==> src/rtl/ro_window_counter.sv <==
// Multi-channel ring-oscillator event counter over a programmable window.
// At window end all counts are latched and one response bit compares two selected channels.
module ro_window_counter #(
    parameter int NUM_CH    = 8,
    parameter int WIDTH     = 12,
    parameter int WIN_WIDTH = 16,
    parameter int SATURATE  = 1,
    localparam int SELW     = $clog2(NUM_CH)
) (
    input  logic                    clk,
    input  logic                    reset,
    input  logic                    start,
    input  logic                    abort,
    input  logic [WIN_WIDTH-1:0]    window_len,
    input  logic [SELW-1:0]         sel_a,
    input  logic [SELW-1:0]         sel_b,
    input  logic [NUM_CH-1:0]       ch_en,
    output logic                    busy,
    output logic                    done,
    output logic [NUM_CH*WIDTH-1:0] count_out,
    output logic [NUM_CH-1:0]       overflow,
    output logic                    resp_bit,
    output logic                    tie
);

    typedef enum logic [1:0] {
        S_IDLE  = 2'd0,
        S_COUNT = 2'd1,
        S_LATCH = 2'd2
    } state_t;

    state_t                       state_q, state_d;
    logic [NUM_CH-1:0][WIDTH-1:0] cnt_q, cnt_d;
    logic [NUM_CH-1:0][WIDTH-1:0] count_out_q, count_out_d;
    logic [NUM_CH-1:0]            ovf_q, ovf_d;
    logic [NUM_CH-1:0]            overflow_q, overflow_d;
    logic [WIN_WIDTH-1:0]         timer_q, timer_d;
    logic [SELW-1:0]              sel_a_q, sel_a_d;
    logic [SELW-1:0]              sel_b_q, sel_b_d;
    logic                         busy_q, busy_d;
    logic                         done_q, done_d;
    logic                         resp_q, resp_d;
    logic                         tie_q, tie_d;
    logic [WIDTH-1:0]             opa_s, opb_s;

    // Out-of-range selects (non-power-of-2 NUM_CH) read as a zero count.
    function automatic logic [WIDTH-1:0] pick_count(
        input logic [NUM_CH-1:0][WIDTH-1:0] c,
        input logic [SELW-1:0]              s
    );
        logic [WIDTH-1:0] v;
        v = {WIDTH{1'b0}};
        for (int i = 0; i < NUM_CH; i++) begin
            v = (s == SELW'(i)) ? c[i] : v;
        end
        return v;
    endfunction

    assign opa_s = pick_count(cnt_q, sel_a_q);
    assign opb_s = pick_count(cnt_q, sel_b_q);

    // Next-state computation for the measurement FSM and its datapath.
    always_comb begin
        state_d     = state_q;
        cnt_d       = cnt_q;
        ovf_d       = ovf_q;
        timer_d     = timer_q;
        sel_a_d     = sel_a_q;
        sel_b_d     = sel_b_q;
        count_out_d = count_out_q;
        overflow_d  = overflow_q;
        busy_d      = busy_q;
        done_d      = 1'b0;
        resp_d      = resp_q;
        tie_d       = tie_q;
        case (state_q)
            S_IDLE: begin
                if (start && (window_len != {WIN_WIDTH{1'b0}})) begin
                    cnt_d   = '0;
                    ovf_d   = {NUM_CH{1'b0}};
                    timer_d = window_len;
                    sel_a_d = sel_a;
                    sel_b_d = sel_b;
                    busy_d  = 1'b1;
                    state_d = S_COUNT;
                end else begin
                    state_d = S_IDLE;
                end
            end
            S_COUNT: begin
                if (abort) begin
                    busy_d  = 1'b0;
                    state_d = S_IDLE;
                end else begin
                    for (int i = 0; i < NUM_CH; i++) begin
                        if (ch_en[i]) begin
                            if (cnt_q[i] == {WIDTH{1'b1}}) begin
                                ovf_d[i] = 1'b1;
                                cnt_d[i] = (SATURATE != 0) ? cnt_q[i] : {WIDTH{1'b0}};
                            end else begin
                                cnt_d[i] = cnt_q[i] + WIDTH'(1);
                            end
                        end else begin
                            cnt_d[i] = cnt_q[i];
                        end
                    end
                    timer_d = timer_q - WIN_WIDTH'(1);
                    if (timer_q == WIN_WIDTH'(1)) begin
                        state_d = S_LATCH;
                    end else begin
                        state_d = S_COUNT;
                    end
                end
            end
            S_LATCH: begin
                // Abort wins over publishing, so the previous results stay visible.
                if (abort) begin
                    busy_d  = 1'b0;
                    state_d = S_IDLE;
                end else begin
                    count_out_d = cnt_q;
                    overflow_d  = ovf_q;
                    resp_d      = (opa_s > opb_s);
                    tie_d       = (opa_s == opb_s);
                    done_d      = 1'b1;
                    busy_d      = 1'b0;
                    state_d     = S_IDLE;
                end
            end
            default: begin
                busy_d  = 1'b0;
                state_d = S_IDLE;
            end
        endcase
    end

    // State and result registers with asynchronous clear.
    always_ff @(posedge clk or posedge reset) begin
        if (reset) begin
            state_q     <= S_IDLE;
            cnt_q       <= '0;
            ovf_q       <= {NUM_CH{1'b0}};
            timer_q     <= {WIN_WIDTH{1'b0}};
            sel_a_q     <= {SELW{1'b0}};
            sel_b_q     <= {SELW{1'b0}};
            count_out_q <= '0;
            overflow_q  <= {NUM_CH{1'b0}};
            busy_q      <= 1'b0;
            done_q      <= 1'b0;
            resp_q      <= 1'b0;
            tie_q       <= 1'b0;
        end else begin
            state_q     <= state_d;
            cnt_q       <= cnt_d;
            ovf_q       <= ovf_d;
            timer_q     <= timer_d;
            sel_a_q     <= sel_a_d;
            sel_b_q     <= sel_b_d;
            count_out_q <= count_out_d;
            overflow_q  <= overflow_d;
            busy_q      <= busy_d;
            done_q      <= done_d;
            resp_q      <= resp_d;
            tie_q       <= tie_d;
        end
    end

    assign busy      = busy_q;
    assign done      = done_q;
    assign count_out = count_out_q;
    assign overflow  = overflow_q;
    assign resp_bit  = resp_q;
    assign tie       = tie_q;

endmodule

==> config.mk <==
export PLATFORM = sky130hd
export DESIGN_NAME = ro_window_counter
export DESIGN_NICKNAME = d
export VERILOG_FILES = /design/src/rtl/ro_window_counter.sv
export SDC_FILE = /design/constraint.sdc
export NUM_CORES = 1
export LEC_CHECK = 0
export BUFFER_PORTS_ARGS = -buffer_cell sky130_fd_sc_hd__buf_4
export CELL_PAD_IN_SITES_DETAIL_PLACEMENT = 1
export CELL_PAD_IN_SITES_GLOBAL_PLACEMENT = 2
export CORE_AREA = 3 3 187 189
export DETAILED_ROUTE_END_ITERATION = 10
export DIE_AREA = 0 0 190 192
export GPL_ROUTABILITY_DRIVEN = 1
export PLACE_DENSITY = 0.87
export RECOVER_POWER = 25
export SYNTH_ARGS = -nofsm -noshare
export SYNTH_HDL_FRONTEND = slang
export SYNTH_SLANG_ARGS = --single-unit
export TNS_END_PERCENT = 100
==> constraint.sdc <==
create_clock -name clk -period 9.4 [get_ports clk]
set_clock_uncertainty 0.15 [all_clocks]
set_input_delay 0.47 -clock clk [delete_from_list [all_inputs] [get_ports clk]]
set_output_delay 0.47 -clock clk [all_outputs]
set_load 0.02 [all_outputs]
* Word-level counts from Yosys, hierarchy flattened *
Cells that the tools add are included.
W data, S select, Z words.

operators by class
  add/sub/neg operators = 9
  eq/ne operators = 53
  multiplexer cells = 66
  bitwise operators = 1
  reductions and logical operators = 26
  magnitude comparators = 1

operators by type and width
  operator                 number
  $mux W12                 32
  $mux W96                 2
  $pmux W96 S2             1
  $add A12 B1 Y12 const B  8
  $eq A12 B12 Y1 const B   8
  $reduce_and A5 Y1        16
  $ne A2 B2 Y1 const B     27
  $mux W16                 2
  $pmux W16 S2             1
  $eq A3 B3 Y1 const B     8
  $mux W1                  21
  $eq A16 B1 Y1 const B    1
  $mux W8                  2
  $pmux W8 S2              1
  $reduce_bool A16 Y1      1
  $sub A16 B1 Y16 const B  1
  $eq A12 B12 Y1           1
  $eq A3 B2 Y1 const B     4
  $gt A12 B12 Y1           1
  $eq A3 B1 Y1 const B     2
  $logic_not A3 Y1         2
  $reduce_and A2 Y1        3
  $mux W2                  2
  $pmux W2 S2              1
  other kinds (8)          8

word-level totals
  input bits = 34
  bits in registers = 236
  output and inout bits = 108
  logic and storage cells = 189

* Depth between registers and ports, before layout *
Gate-level depths: netlist of the first run.

  depth after elaboration = 10
  gate-level depth with buffers = 13
  mapped depth without buffers = 11

* Worst setup path after synthesis of the first run *
OpenSTA, ideal clock, no wires.

  path kind = register -> register
  start point = register sel_a_q[1]
  end point = register resp_q, in the netlist resp_bit
  path slack = 6460 ps
  stages on the path, launching flop included = 11
  buffers on the path = 2
  setup time = 136 ps
  required time = 9114 ps
  clock period less this slack = 2940 ps
  data arrival time = 2654 ps
  cells stage by stage = dfrtp_1 -> clkbuf_1 -> clkbuf_1 -> mux4_2 -> mux2_2 -> ha_1 -> nor2b_1 -> o211ai_1 -> a21oi_1 -> and4b_1 -> o22ai_1

on the way
  word-level cells in the longest chain between the ends = 10
  elaborated cells on any way between the ends = 17
  those cells by class = 1 x order compare; 7 x eq/ne; 8 x mux; 1 x reduce/logical

RTL lines
  element                   line  text
  start: declaration        38    logic [SELW-1:0] sel_a_q, sel_a_d;
  start signal: assignment  144   sel_a_q <= {SELW{1'b0}};
  start signal: assignment  157   sel_a_q <= sel_a_d;
  $logic_not A3 Y1          54    v = (s == SELW'(i)) ? c[i] : v;
  $mux W12 (7 in a row)     54
  $mux W12 *                54
  $gt A12 B12 Y1 *          123   resp_d = (opa_s > opb_s);
  end signal: assignment    163   resp_q <= resp_d;
  end: declaration          42    logic resp_q, resp_d;

Every way passes the cells marked *; elsewhere a longest branch is shown, timed or not.
A chain may end at the register's enable or synchronous reset.

==> metrics.txt, run 1 <==
run status complete, but fails checks; failing checks capacitance limit, slew limit; pwr/cell area 186 mW/mm^2; Synth area leaders dfrtp_1, mux2_2, mux4_2, a21oi_1, nand2_1; Hold WS 0.0288 ns; worst vdd ir 0.000116 V; drt pass-1 iters 5; max-slew violation count 106; max cap viols 1; synthesized area per cell 10.6 um^2; TritonCTS clock tree built; clk slew on worst S/H paths 0.06 ns; Synth Cell Area 0.0129 mm^2; crit path time final 4.60 ns; fin nets 1376; final setup fails 0; predominant post-synthesis flop cell dfrtp_1; post-CTS setup buffers 0; Hold WC Path Type input port to flip-flop; Startpoint Class input port; Final Hold Fails 0; ant diodes 0; Placed Cells 1733; Final Total Pwr 2830 uW; Root Driver clkbuf_16; global route total overflow 0; input/output buffers 141; Mapped Cells between 1000 and 1500; crit share post-route 0.489; yosys warns 0; syn nets 1276; Relative slew margins -2.27; RSZ-0062 raised after global routing no; critical path data arrival time 5.00 ns; die area 0.0365 mm^2; Max Fclk 217 MHz; crit path capture type async pin; DR WL/cell 23.7 um; dpl ws 5.63 ns; iteration-0 DRC count of the detailed router approximately 760; DR DRC count 0; CP required 9.80 ns; Routed Antenna Nets 0; routed vias/inst 6.01; post-synth top area cell dfrtp_1; setup TNS 0 ns; row count 67; Async S/R FF share, synth 1.00; latest clock arrival within the worst-skew pair ~0.54 ns; Area Growth Syn to Fin 17.5%; Initial Utilization 0.387; Crit Path Class input port to async pin; most common cell in the netlist dfrtp_1; top cells by count, synth dfrtp_1, mux2_2, nand2_1; Max clock buf depth 3; # IOs 142; Yosys top cell area share 0.457; initial antenna violation count 2; Overall Global Routing Usage 0.233; core box area 0.0334 mm^2; LEAKAGE approximately 0.0065 uW; Netlist cell types 73; first-pass GRT wire length 66.9 mm; H-tree depth 1; Die Y 192 um; EDFF count, synth 0; Clock Sinks 236; worst-path fanout max 105; largest net degree at the start of global routing 106; fin worst setup slack ~4.8 ns; critical path's slowest cell clkinvlp_2; Die X 190 um; share of cells above drive strength 1 0.245; FF+latch count, synth approximately 240; Critical Path, Cell by Cell dlygate4sd3_1 -> clkbuf_4 -> clkinvlp_2 -> buf_4; Vias 10800; CP peak stage delay 2.68 ns; RePlAce Congestion 0.910; CTS buffer count 28; worst slew pin tran 4.88 ns; overall routed net length about 42 mm; hpwl dp 29.6 mm; final std cells w/o fill 1788; vias in the first global route 11200; Seq/Total Area, Yosys 0.457
-- placed cells by master, fill, tap and decap left out, types with 24 or more instances in the layout --
master	Yosys	routed
o21ai_0	43	43
buf_4	2	115
nand2_1	82	82
mux2i_1	26	26
mux4_2	28	28
o31ai_1	37	37
dfrtp_1	236	236
a21oi_1	77	77
nand3_1	49	49
nand4_1	27	27
nor4_1	28	28
clkbuf_1	47	44
clkbuf_16	0	29
nor2_1	63	62
mux2_2	116	116
or4_1	24	24
inv_1	25	24
-- through the flow --
step | util | instance area, um^2
floorplan | - | 12900
global placement | 0.428 | 14300
detailed placement | 0.428 | 14300
CTS | 0.459 | 15400
global route | 0.454 | 15200
finish | 0.454 | 15200
-- final timing paths --
path                       startpoint             to  slack [ns]  cells after the start
max in group clk           sel_b_q[0]       resp_bit        5.54                     11
min reg2reg                  ovf_q[0]       ovf_q[0]        0.34                      1
min in group asynchronous       reset  count_out[12]        1.85                      3
min                          sel_b[2]     sel_b_q[2]        0.03                      3
max reg2reg                sel_b_q[0]       resp_bit        5.54                     11
max                             reset    overflow[7]        4.80                      4
-- metal layers --
layer	up-vias	share of wire	wire, um	track usage
met5	-	0.00031	13	0
met2	300	0.47	19800	0.378
met1	5548	0.46	19400	0.326
li1	4841	-	-	-
met4	2	0.022	954	0.0591
met3	59	0.055	2330	0.0361
-- critical path, delay by kind of cell --
kind / cells / cell delay, ns
buffers and inverters: 4 / 4.39
-- state kept, by name, summed over array words and instances, names as in the netlist --
| signal | flops |
|---|---|
| resp_bit | 1 |
| count_out | 96 |
| ovf_q | 8 |
| tie | 1 |
| busy | 1 |
| done | 1 |
| sel_b_q | 3 |
| timer_q | 16 |
| sel_a_q | 3 |
| state_q | 2 |
| overflow | 8 |
| cnt_q | 96 |
-- timing repair --
item	in CTS	in global routing
hold endpoints to repair	107	0
hold buffers	5	0
resized for setup	0	0
-- final cells by class --
class                      count  area, um^2
fill                        3660       18300
multi-input combinational    866        6560
sequential                   236        5910
timing repair buffer         163        1080
clock buffer                  36         802
tap                          448         561
clock inverter                14         193
inverter                      25        95.1
-- kinds of logic after synthesis --
family,after synthesis,synth area share
AO/OA/AOI/OAI,276,0.142
XOR/XNOR,20,0.0135
adder cells (fa/ha/maj),22,0.0213
buffers and inverters,118,0.0381
flip-flops,236,0.457
multiplexers,172,0.172
AND/OR/NAND/NOR,376,0.157
-- report_power, final --
part / leakage, uW / internal (uW) / switching, uW
clock: 0.000481 / 712 / 448
combinational: 0.00279 / 183 / 301
sequential: 0.00323 / 1070 / 120
(Power assumes the default switching activity.)
==> run 2, diff against run 1 <==
==> constraint.sdc (replaced) <==
create_clock -name clk -period 4.7 [get_ports clk]
set_clock_uncertainty 0.15 [all_clocks]
set_input_delay 0.235 -clock clk [delete_from_list [all_inputs] [get_ports clk]]
set_output_delay 0.235 -clock clk [all_outputs]
set_load 0.02 [all_outputs]
==> run 2 against run 1 <==
Net effect: the run still ends with capacitance limit, slew limit left; via count increased by 2.2%; first-iteration DRC count increased by 9.5%; combinational power increased by 100%; worst hold slack improved by 0.29 ns; cell count increased by 1.9%; global-route usage decreased by 0.25 points; critical path depth increased by 7; utilization increased by 1.2 points; clock power increased by 84%; count of clock-buffer cells in the layout decreased by 2.
==> metrics.txt, run 2 (synthesis gave the netlist of run 1 again) <==
Post-Route Utilization 0.467 (was 0.454); CTS buffer count 27 (was 28); DR DRC count 0 (unchanged); combinational power share 0.177 (was 0.171); Clock power frac 0.387 (was 0.409); Area Growth Syn to Fin 20.7% (was 17.5%); Reg area 0.00591 mm^2 (unchanged); Placed Cells 1744 (was 1733); switch share 0.309 (was 0.307); Final Hold Fails 0 (unchanged); crit path time final around 3.7 ns; row count 67 (unchanged); Clock Sinks 236 (unchanged); initial antenna violation count 1 (was 2); post-CTS sizing 0 (unchanged); LEAKAGE 0.00680 uW (was 0.00650 uW); pwr/cell area 353 mW/mm^2 (was 186 mW/mm^2); internal power 3810 uW (was 1960 uW); RSZ-0062 raised after global routing no (unchanged); Startpoint Class flip-flop (was input port); post-CTS setup buffers 0 (unchanged); critical path's slowest cell dfrtp_1 (was clkinvlp_2); iteration-0 DRC count of the detailed router 827 (was 755); ant diodes 0 (unchanged); Critical Path, Cell by Cell inv_1 -> nor2_1 -> a21oi_1 -> o221ai_1 -> a22oi_1 -> ha_1 -> nand4_1 -> nor4_1 -> a21oi_1 -> nand2_1 -> o22ai_1 (was dlygate4sd3_1 -> clkbuf_4 -> clkinvlp_2 -> buf_4); Seq pwr share 0.435 (was 0.420); worst vdd ir 0.000239 V (was 0.000116 V); R2R Path Start sel_b_q[0] (unchanged); Final Total Pwr 5510 uW (was 2830 uW); share of cells above drive strength 1 0.274 (was 0.245); CTS Hold Bufs 31 (was 5); hpwl dp 29.9 mm (was 29.6 mm); max-slew violation count 48 (was 106); Max Fclk approximately 270 MHz; run status complete, but fails checks (unchanged); Net Switching 1700 uW (was 869 uW); Hold WC Path Type input port to async pin (was input port to flip-flop); RR Endpoint resp_bit (unchanged); Root Driver clkbuf_16 (unchanged); R2R Setup Slk 1.05 ns (was 5.54 ns); most frequent cells in the layout dfrtp_1, buf_4, mux2_2 (was dfrtp_1, mux2_2, buf_4); area of the multi-input gates 0.00657 mm^2 (was 0.00656 mm^2); max cap viols 1 (unchanged); final std cells w/o fill 1822 (was 1788); CP peak stage delay 0.85 ns (was 2.68 ns); CP required 4.94 ns (was 9.80 ns); drt pass-1 iters 4 (was 5); die area 0.0365 mm^2 (unchanged); worst slew pin tran 2.62 ns (was 4.88 ns); failing checks capacitance limit, slew limit (unchanged); core box area 0.0334 mm^2 (unchanged); fill cell count 3625 (was 3660); vias in the first global route 11200 (about the same); clk slew on worst S/H paths 0.06 ns (about the same); critical path data arrival time 3.89 ns (was 5.00 ns); CP top delay family simple AND/OR/NAND/NOR gates (was buffers and inverters); Hold WS 0.316 ns (was 0.0288 ns); largest net degree at the start of global routing 136 (was 106); overall routed net length 42.3 mm (was 42.4 mm); TritonCTS clock tree built (unchanged); RePlAce Congestion 0.970 (was 0.910); global route total overflow 0 (unchanged); Die X 190 um (unchanged); Initial Utilization 0.387 (unchanged); Routed Antenna Nets 0 (unchanged); crit share post-route 0.777; Vias 11000 (was 10800); Die Y 192 um (unchanged); Crit Path Class flip-flop to flip-flop (was input port to async pin); DR WL/cell 23.2 um (was 23.7 um); Overall Global Routing Usage 0.230 (was 0.233); commonest non-fill, non-tap cell in the layout dfrtp_1 (unchanged); worst reg2reg path depth 11 (unchanged); H-tree depth 1 (unchanged); fin nets 1412 (was 1376); crit path capture type flip-flop (was async pin); worst path bufs/invs 1 (was 4); first-pass GRT wire length 66.2 mm (was 66.9 mm); # IOs 142 (unchanged); latest clock arrival within the worst-skew pair 0.53 ns (was 0.54 ns); worst-path fanout max 23 (was 105); Max clock buf depth 3 (unchanged); setup TNS 0 ns (unchanged); crit-path most repeated cell a21oi_1; final setup fails 0 (unchanged); routed vias/inst 6.03 (was 6.01); Relative slew margins -0.745 (was -2.27); input/output buffers 141 (unchanged)
run 2: worst max path at each step:
stage,endpoint,cells after the start,slack [ns],from
floorplan,busy,1,1.22,reset
global placement,resp_bit,9,1.19,sel_b_q[0]
detailed placement,resp_bit,11,1.11,sel_b_q[0]
CTS,resp_bit,11,1.08,sel_b_q[0]
global route,cnt_q[87],5,0.75,reset
finish,resp_bit,11,1.05,sel_b_q[0]
run 2: layer usage:
layer	track usage	wire length, um	vias to the layer above
met1	0.325	19200	5673
li1	-	-	4908
met3	0.0266	2170	77
met2	0.373	19700	324
met5	0	17	-
met4	0.0717	1210	2
run 2: cell type report:
| class | count | area share |
|---|---|---|
| Sequential cell | 236 | 0.378 |
| Tap cell | 448 | 0.0359 |
| Inverter | 25 | 0.00609 |
| Clock inverter | 13 | 0.00986 |
| Clock buffer | 34 | 0.0475 |
| Timing Repair Buffer | 200 | 0.102 |
| Multi-Input combinational cell | 866 | 0.421 |
run 2: power by group through the flow:
stage	Combinational (uW)	Clock (uW)	Sequential (uW)
5_1_grt	1090	2290	2420
6_report	977	2140	2400
4_1_cts	977	2190	2390
3_3_place_gp	932	0	2420
2_1_floorplan	742	0	2290
3_5_place_dp	953	0	2430
run 2: worst reg2reg max path, cell delays in order (launching register included):
cell	delay (ns)
dfrtp_1	0.85
inv_1	0.52
nor2_1	0.47
a21oi_1	0.12
o221ai_1	0.22
a22oi_1	0.11
ha_1	0.33
nand4_1	0.15
nor4_1	0.36
a21oi_1	0.08
nand2_1	0.09
o22ai_1	0.07
run 2: stage by stage:
| step | cell area [um^2] | setup slack [ns] |
|---|---|---|
| after global placement | 14400 | 1.19 |
| final | 15600 | 1.05 |
| after CTS | 15600 | 1.08 |
| after floorplan | 12900 | 1.22 |
| after global routing | 15600 | 0.754 |
| after detailed placement | 14400 | 1.11 |
